<file path="config.mk">
export PLATFORM = sky130hd
export DESIGN_NAME = wb_stage
export DESIGN_NICKNAME = d
export VERILOG_FILES = /design/src/rtl/wb_stage.sv
export SDC_FILE = /design/constraint.sdc
export NUM_CORES = 1
export LEC_CHECK = 0
export BUFFER_PORTS_ARGS = -buffer_cell sky130_fd_sc_hd__buf_2
export CORE_UTILIZATION = 50
export CTS_CLUSTER_SIZE = 14
export DETAILED_ROUTE_END_ITERATION = 6
export GPL_ROUTABILITY_DRIVEN = 0
export PLACE_DENSITY = 0.76
export SETUP_SLACK_MARGIN = 0.5
export SLEW_MARGIN = 0
export SYNTH_ARGS = -nofsm -noshare
export SYNTH_HDL_FRONTEND = slang
export SYNTH_SLANG_ARGS = --single-unit
</file>
<file path="constraint.sdc">
create_clock -name clk -period 5.9 [get_ports clk]
set_input_delay 0.295 -clock clk [delete_from_list [all_inputs] [get_ports clk]]
set_output_delay 0.295 -clock clk [all_outputs]
set_load 0.02 [all_outputs]
</file>
<file path="src/rtl/wb_stage.sv">
// Writeback stage: decodes completed instructions into register-file writes and retires them in order from a small FIFO.
// Optional build macro WB_FWD_EN adds a combinational forwarding lookup over the buffered entries.
module wb_stage #(
    parameter int XLEN  = 32,
    parameter int DEPTH = 2
) (
    input  logic            clk,
    input  logic            rst,
    input  logic            in_valid,
    output logic            in_ready,
    input  logic [31:0]     in_instr,
    input  logic [XLEN-1:0] in_pc,
    input  logic [XLEN-1:0] in_alu,
    input  logic [XLEN-1:0] in_mem,
    input  logic            wb_stall,
    output logic            write_en,
    output logic [4:0]      write_reg,
    output logic [XLEN-1:0] write_data,
    output logic            retire_valid,
    output logic [31:0]     retire_count
`ifdef WB_FWD_EN
    ,
    input  logic [4:0]      fwd_rs,
    output logic            fwd_hit,
    output logic [XLEN-1:0] fwd_data
`endif
);

    localparam int PW = (DEPTH > 1) ? $clog2(DEPTH) : 1;
    localparam int CW = $clog2(DEPTH) + 1;

    logic            fifo_we   [DEPTH];
    logic [4:0]      fifo_rd   [DEPTH];
    logic [XLEN-1:0] fifo_data [DEPTH];

    logic [PW-1:0]   wr_ptr;
    logic [PW-1:0]   rd_ptr;
    logic [CW-1:0]   count;
    logic [4:0]      last_reg;
    logic [XLEN-1:0] last_data;

    logic            enq;
    logic            deq;
    logic [4:0]      dec_op5;
    logic            dec_we;
    logic [XLEN-1:0] dec_data;

    logic unused_instr_bits;
    assign unused_instr_bits = ^{in_instr[31:15], in_instr[1:0]};

    function automatic logic [XLEN-1:0] align_load(input logic [2:0] f3,
                                                   input logic [1:0] a,
                                                   input logic [XLEN-1:0] word);
        logic [7:0]  b;
        logic [15:0] h;
        case (a)
            2'd0:    b = word[7:0];
            2'd1:    b = word[15:8];
            2'd2:    b = word[23:16];
            default: b = word[31:24];
        endcase
        h = a[1] ? word[31:16] : word[15:0];
        case (f3)
            3'b000:  align_load = {{(XLEN-8){b[7]}}, b};
            3'b100:  align_load = {{(XLEN-8){1'b0}}, b};
            3'b001:  align_load = {{(XLEN-16){h[15]}}, h};
            3'b101:  align_load = {{(XLEN-16){1'b0}}, h};
            default: align_load = word;
        endcase
    endfunction

    assign dec_op5 = in_instr[6:2];

    always_comb begin
        dec_we   = 1'b0;
        dec_data = in_alu;
        case (dec_op5)
            5'b00000: begin
                dec_we   = 1'b1;
                dec_data = align_load(in_instr[14:12], in_alu[1:0], in_mem);
            end
            5'b11001, 5'b11011: begin
                dec_we   = 1'b1;
                dec_data = in_pc + XLEN'(4);
            end
            5'b00100, 5'b00101, 5'b01100, 5'b01101: dec_we = 1'b1;
            default: dec_we = 1'b0;
        endcase
    end

    // in_ready looks only at the registered count, so a full FIFO costs one bubble
    assign in_ready     = (count < CW'(DEPTH));
    assign enq          = in_valid && in_ready;
    assign deq          = (count != '0) && !wb_stall;
    assign retire_valid = deq;
    assign write_en     = deq && fifo_we[rd_ptr] && (fifo_rd[rd_ptr] != 5'd0);
    assign write_reg    = (count != '0) ? fifo_rd[rd_ptr]   : last_reg;
    assign write_data   = (count != '0) ? fifo_data[rd_ptr] : last_data;

    always_ff @(posedge clk) begin
        if (enq) begin
            fifo_we[wr_ptr]   <= dec_we;
            fifo_rd[wr_ptr]   <= in_instr[11:7];
            fifo_data[wr_ptr] <= dec_data;
        end
    end

    always_ff @(posedge clk or negedge rst) begin
        if (!rst) begin
            wr_ptr       <= '0;
            rd_ptr       <= '0;
            count        <= '0;
            retire_count <= '0;
            last_reg     <= '0;
            last_data    <= '0;
        end else begin
            if (enq) wr_ptr <= wr_ptr + 1'b1;
            if (deq) begin
                rd_ptr       <= rd_ptr + 1'b1;
                retire_count <= retire_count + 32'd1;
                last_reg     <= fifo_rd[rd_ptr];
                last_data    <= fifo_data[rd_ptr];
            end
            case ({enq, deq})
                2'b10:   count <= count + 1'b1;
                2'b01:   count <= count - 1'b1;
                default: count <= count;
            endcase
        end
    end

`ifdef WB_FWD_EN
    logic [PW-1:0] fwd_idx;

    // Walk oldest to youngest so the youngest match wins
    always_comb begin
        fwd_hit  = 1'b0;
        fwd_data = '0;
        fwd_idx  = rd_ptr;
        for (int i = 0; i < DEPTH; i++) begin
            fwd_idx = rd_ptr + PW'(i);
            if ((CW'(i) < count) && fifo_we[fwd_idx] &&
                (fifo_rd[fwd_idx] == fwd_rs) && (fwd_rs != 5'd0)) begin
                fwd_hit  = 1'b1;
                fwd_data = fifo_data[fwd_idx];
            end
        end
    end
`endif

endmodule

</file>
# Word-level counts from Yosys, hierarchy flattened
# Memories as Yosys holds them, arrays and structs flattened.
# Cells that the tools add are included.
# totals
mem_count	3
reg_bits	73
ram_bits	76
# op_classes
addsub	6
magnitude_cmp	1
n_eq_ne	13
n_mux	10
reduce_logical	13
# mem_list
memory	words	width	read_ports	rd_clocked_by_memory_dff	wr	line	rtl
fifo_data	2	32	1	0	1	34	logic [XLEN-1:0] fifo_data [DEPTH];
fifo_rd	2	5	1	0	1	33	logic [4:0] fifo_rd [DEPTH];
fifo_we	2	1	1	0	1	32	logic fifo_we [DEPTH];
# op_table
operator	n
32-bit case mux with 4 select lines	1
32-bit case mux with 2 select lines	1
32-bit by 1-bit adder with 32-bit output, second input constant	1
32-bit by 3-bit adder with 32-bit output, second input constant	1
32-bit two-way mux	1
8-bit case mux with 3 select lines	1
16-bit two-way mux	1
5-bit by 3-bit equality test with 1-bit output, second input constant	2
5-bit by 4-bit equality test with 1-bit output, second input constant	2
5-bit equality test, second input constant	2
7-bit OR reduction	1
3-bit equality test, second input constant	2
5-bit logical NOT	1
5-bit two-way mux	1
5-bit nonzero test	1
2-bit by 1-bit equality test with 1-bit output, second input constant	2
2-bit equality test, second input constant	2
1-bit logical AND	4
2-bit case mux with 2 select lines	1
2-bit nonzero test	2
3-bit by 1-bit equality test with 1-bit output, second input constant	1
3-bit logical NOT	1
1-bit two-way mux	3
1-bit adder, second input constant	2
other kinds (6)	6

# Logic depth before layout (Yosys ltp)
# logic_depth
word_depth	4
ltp_mapped	7
mapped_depth_nobuf	7

# Worst setup path after synthesis
# No wires, ideal clock.
# synth_timing
kind	flip-flop to flip-flop
start	reg count[1]
end	mem fifo_data[0][0], enable pin
t_required_ps	5467
stages_incl_launch_ff	4
setup_slack_ps	3150
arrival_ps	2317
synth_period_minus_slack_ps	2750
cell_sequence	dfrtp_1 -> inv_1 -> nand2_1 -> nor2_1
# synth_via
elab_chain_len	4
# synth_rtl
element	line	rtl
from (decl)	38	logic [CW-1:0] count;
from (signal assigned)	125	2'b10: count <= count + 1'b1;
from (signal assigned)	126	2'b01: count <= count - 1'b1;
from (signal assigned)	127	default: count <= count;
2-bit < comparator	92	assign in_ready = (count < CW'(DEPTH));
via in_ready	10	output logic in_ready,
1-bit logical AND	93	assign enq = in_valid && in_ready;
1-bit two-way mux	101	if (enq) begin
1-bit two-way mux (implied by the code)	104	fifo_data[wr_ptr] <= dec_data;
to (decl)	34	
# The timed path passes the listed nets, and every way through them passes these cells.

# Worst setup path in the final report
# layout_timing
start	reg rd_ptr
end	out write_en
# layout_via
elab_chain_len	3
elab_cells_between_ends	5
classes_between	3 x reduce/logical; 2 x memory
# layout_rtl
element	line	rtl
from (decl)	37	logic [PW-1:0] rd_ptr;
from (signal assigned)	119	rd_ptr <= rd_ptr + 1'b1;
memory 2 x 5 bit / memory 2 x 1 bit (equally long branches)	--	
5-bit nonzero test / 1-bit logical AND (equally long branches)	96	assign write_en = deq && fifo_we[rd_ptr] && (fifo_rd[rd_ptr] != 5'd0);
1-bit logical AND (*)	96	
to (decl)	16	output logic write_en,
# Mark *: on every way between the ends. The rest lies on a longest branch, timed or not.

==> out/summary.log <==
qor: logic_synthesis.synth-seq-cells 149
qor: power_and_ir_drop.clockPowerShare 27.5%
qor: logic_synthesis.synth-warning-count 0
qor: drt.initialDrtViolationCount 522
qor: sta.report.final.hold_viol_count 0
qor: hold_path.whs_path_depth 1
qor: critical_path.critPathKind reg2out
qor: clocking.root_buffer clkbuf_16
qor: critical_path.critical_path.endpoint_type output pin
qor: cells_and_area.layout-drive-gt1-share 26.82%
qor: sta.max_clock_freq 0.3630 GHz
qor: clocking.number_of_buffers_inserted_to_repair_setup_after_cts 0
qor: logic_synthesis.net_count_after_synthesis 877
qor: cells_and_area.largest_register_ff_count 64
qor: critical_path.worst-endpoint-arrival 2460 ps
qor: drt.route.antenna.remaining_nets 0
qor: clocking.tritoncts_num_sinks 149
qor: clocking.cts_tree yes
qor: sta.layout_worst_path_cycle_share 46.69%
qor: global_route.grt_start_max_net_pins 78
qor: global_route.grt_first_pass_wirelength 30280 µm
qor: die.rows 45
qor: drt.vias 6467
qor: power_and_ir_drop.fraction_of_power_consumed_by_combinational_cells 35.5%
qor: sta.final_setup_violating_endpoints 0
qor: critical_path.r2r.worst_path.cells 7
qor: die.floorplan.die.height 127.1 µm
qor: die.die_area 0.01615 mm²
qor: global_route.grt_use_total 24.47%
qor: hold_path.hp-class in2reg
qor: sta.clock_skew 7.741 ps
qor: drt.routed_wirelength 19380 µm
qor: cells_and_area.final_nets 1043
qor: global_route.first_global_vias 5848
qor: sta.post-route-min-period 2755 ps
qor: critical_path.worstPathCellList buf_4 -> or4b_2 -> o22ai_1 -> a211oi_1 -> buf_2
qor: power_and_ir_drop.net-switching-power 1500 µW
qor: placement.dp_worst_setup_slack 3299 ps
qor: placement.place_hpwl 13850 µm
qor: critical_path.crit_fanout 41
qor: critical_path.critical-path-slowest-cell or4b_2
qor: global_route.aggregate_global_routing_overflow 0
qor: clocking.clock_insertion_delay_worst_skew 400 ps
qor: sta.fin_tns_setup 0 ps
qor: clocking.ctsResizeCount 0
qor: die.ios 204
qor: power_and_ir_drop.p_leak 0.004105 µW
qor: die.starting_density_of_the_core 51.28%
qor: critical_path.crit_path_start_kind register
qor: power_and_ir_drop.seq_power_share 37.0%
qor: sta.worst_rel_slew_slack 25.79%
qor: run_status.outcome finished, final reports clean
qor: sta.postLayoutSetupSlackWorst 3145 ps
qor: logic_synthesis.mapped_cells 742
qor: die.core_region_area 0.01526 mm²
qor: logic_synthesis.synth.top_cells.by_area edfxtp_1 29%, dfrtp_1 23%, mux2i_1 5.4%
qor: power_and_ir_drop.power.internal 2556 µW
qor: power_and_ir_drop.switching_share 36.98%
qor: logic_synthesis.number_of_synthesized_flops_with_an_enable_pin 76
qor: logic_synthesis.syn_area 0.007825 mm²
qor: critical_path.cp.required 5610 ps
qor: logic_synthesis.synthesis.area_per_instance 10.55 µm²
qor: critical_path.r2r_end retire_count[26]
qor: drt.dr_vias_cell 5.713
qor: hold_path.min_delay_worst_endpoint fifo_rd[1][3]
qor: power_and_ir_drop.irDropWorstVdd 0.1962 mV
qor: critical_path.timing.reg2reg.setup_slack 3380 ps
qor: clocking.cts_buffers 17
qor: sta.slew_viol_final 0
qor: cells_and_area.layout.cells.most_common buf_2
qor: drt.drt_pre_antenna_iters 5
qor: logic_synthesis.netlist.area_leader.share 29.17%
qor: logic_synthesis.async_reset_ff_share 48.99%
qor: sta.grt_setup_unrepaired no
qor: cells_and_area.area_growth_syn_to_layout 21.89%
qor: clocking.clock_path_buffers 2
qor: critical_path.critical_path.reg2reg.startpoint count[0]
qor: logic_synthesis.synth-main-ff-cell edfxtp_1
qor: clocking.h-tree-depth 4
qor: run.number_of_max_cap_violations 0
qor: hold_path.worst_hold_startpoint in_instr[10]
qor: cells_and_area.registers.top_by_ff_count fifo_data
qor: drt.drt-wirelength-per-cell 17.12 µm
qor: clocking.post_cts_hold_buffer_count 0
qor: sta.tightest_slew 1110 ps
qor: critical_path.critPathMaxStageDelay 630 ps
qor: power_and_ir_drop.post-layout-total-power 4056 µW
qor: global_route.antenna_violations_before_repair 0
qor: cells_and_area.number_of_antenna_diodes 0
qor: logic_synthesis.yosysSeqAreaShare 52.51%
qor: sta.holdWs 80.17 ps
qor: placement.io_buffers 184
qor: cells_and_area.most_frequent_cells_in_the_layout 184 x buf_2, 91 x nand2_1, 76 x edfxtp_1
qor: logic_synthesis.synth.largest_area_cell edfxtp_1
qor: logic_synthesis.synth_cell_types 48
qor: power_and_ir_drop.power_per_cell_area 425.2 mW/mm²
qor: drt.drcViolationCount 0
qor: cells_and_area.reg.largest.list fifo_data x64, last_data x32, retire_count x32
qor: cells_and_area.utilization 62.51%
qor: die.die_width 127.1 µm
qor: clocking.clk_pin_slew 60 ps
## power by group through the flow
stage	registers, µW	logic, µW	clock network [µW]
2_1_floorplan	1510	969	0
3_3_place_gp	1500	1420	0
3_5_place_dp	1520	1440	0
4_1_cts	1500	1450	1130
5_1_grt	1530	1570	1180
6_report	1500	1440	1110
## cell usage after synthesis, types with 2 or more instances
| library cell | number |
|---|---|
| o221ai_1 | 14 |
| and3_1 | 4 |
| mux2i_1 | 42 |
| o22ai_1 | 9 |
| o21ai_0 | 46 |
| nand2_1 | 91 |
| buf_1 | 3 |
| o211ai_1 | 4 |
| nor3_1 | 12 |
| mux4_2 | 7 |
| edfxtp_1 | 76 |
| a32oi_1 | 3 |
| nand2b_1 | 2 |
| a221oi_1 | 8 |
| or4_1 | 4 |
| inv_1 | 16 |
| nand3_1 | 26 |
| a2111oi_0 | 4 |
| dfrtp_1 | 73 |
| a22oi_1 | 4 |
| nor2b_1 | 19 |
| buf_2 | 5 |
| xnor2_1 | 35 |
| or3_1 | 2 |
| a21oi_1 | 45 |
| ha_1 | 3 |
| a221o_1 | 9 |
| and4_1 | 7 |
| or2_2 | 2 |
| mux2_2 | 6 |
| nand4_1 | 17 |
| nor4_1 | 10 |
| clkbuf_1 | 34 |
| nor2_1 | 59 |
| xor2_1 | 28 |
## kinds of logic (layout without fill, tap and decap cells)
family / after synthesis / count (layout) / synth area share, %
and+or+nand+nor: 264 / 264 / 16.65
AOI/OAI and AO/OA: 149 / 149 / 12.09
DFF: 149 / 149 / 52.51
buffers and inverters: 59 / 238 / 2.974
muxes: 55 / 55 / 8.251
adders and majority gates: 3 / 3 / 0.4797
xor gates and xnor gates: 63 / 63 / 7.051
## critical path, delay by kind of cell (launching register included)
family	cells	cell delay (ps)
AOI/OAI and AO/OA	2	300
and+or+nand+nor	1	630
DFF	1	350
buffers and inverters	2	760
## stage by stage
stage | instance area (µm²) | std cells
after floorplan | 7825 | 742
after global placement | 8895 | 1100
after detailed placement | 8895 | 1100
after CTS | 9538 | 1132
after global routing | 9538 | 1132
final | 9538 | 1132
## area by class of cell
class                   instances  area, µm²
fillers                      1280       5720
repair buffers                189      958.4
inverters                      17      68.82
multi-input cells             534       3493
clock inverters                10      103.9
flip-flops and latches        149       4110
clock buffers                  22      539.3
well taps                     211      264.0
## layer usage
layer / vias to the layer above / track usage [%] / part of all wire [%]
li1: 3070 / - / -
met3: 35 / 4.439 / 6.1
met4: 0 / 12.32 / 3.8
met5: - / 0 / 0
met2: 301 / 38.62 / 47
met1: 3061 / 32.64 / 43
## worst max path at each step
stage               depth (start not counted)  slack (ps)                to  startpoint
floorplan                                   3        3150   fifo_data[0][0]    count[1]
global placement                            6        3300  fifo_data[0][31]   in_alu[0]
detailed placement                          6        3300  fifo_data[0][31]   in_alu[0]
CTS                                         5        3100          write_en      rd_ptr
global route                                5        3040          write_en      rd_ptr
finish                                      5        3150          write_en      rd_ptr
Note: power is estimated with default switching activity, not from simulation.
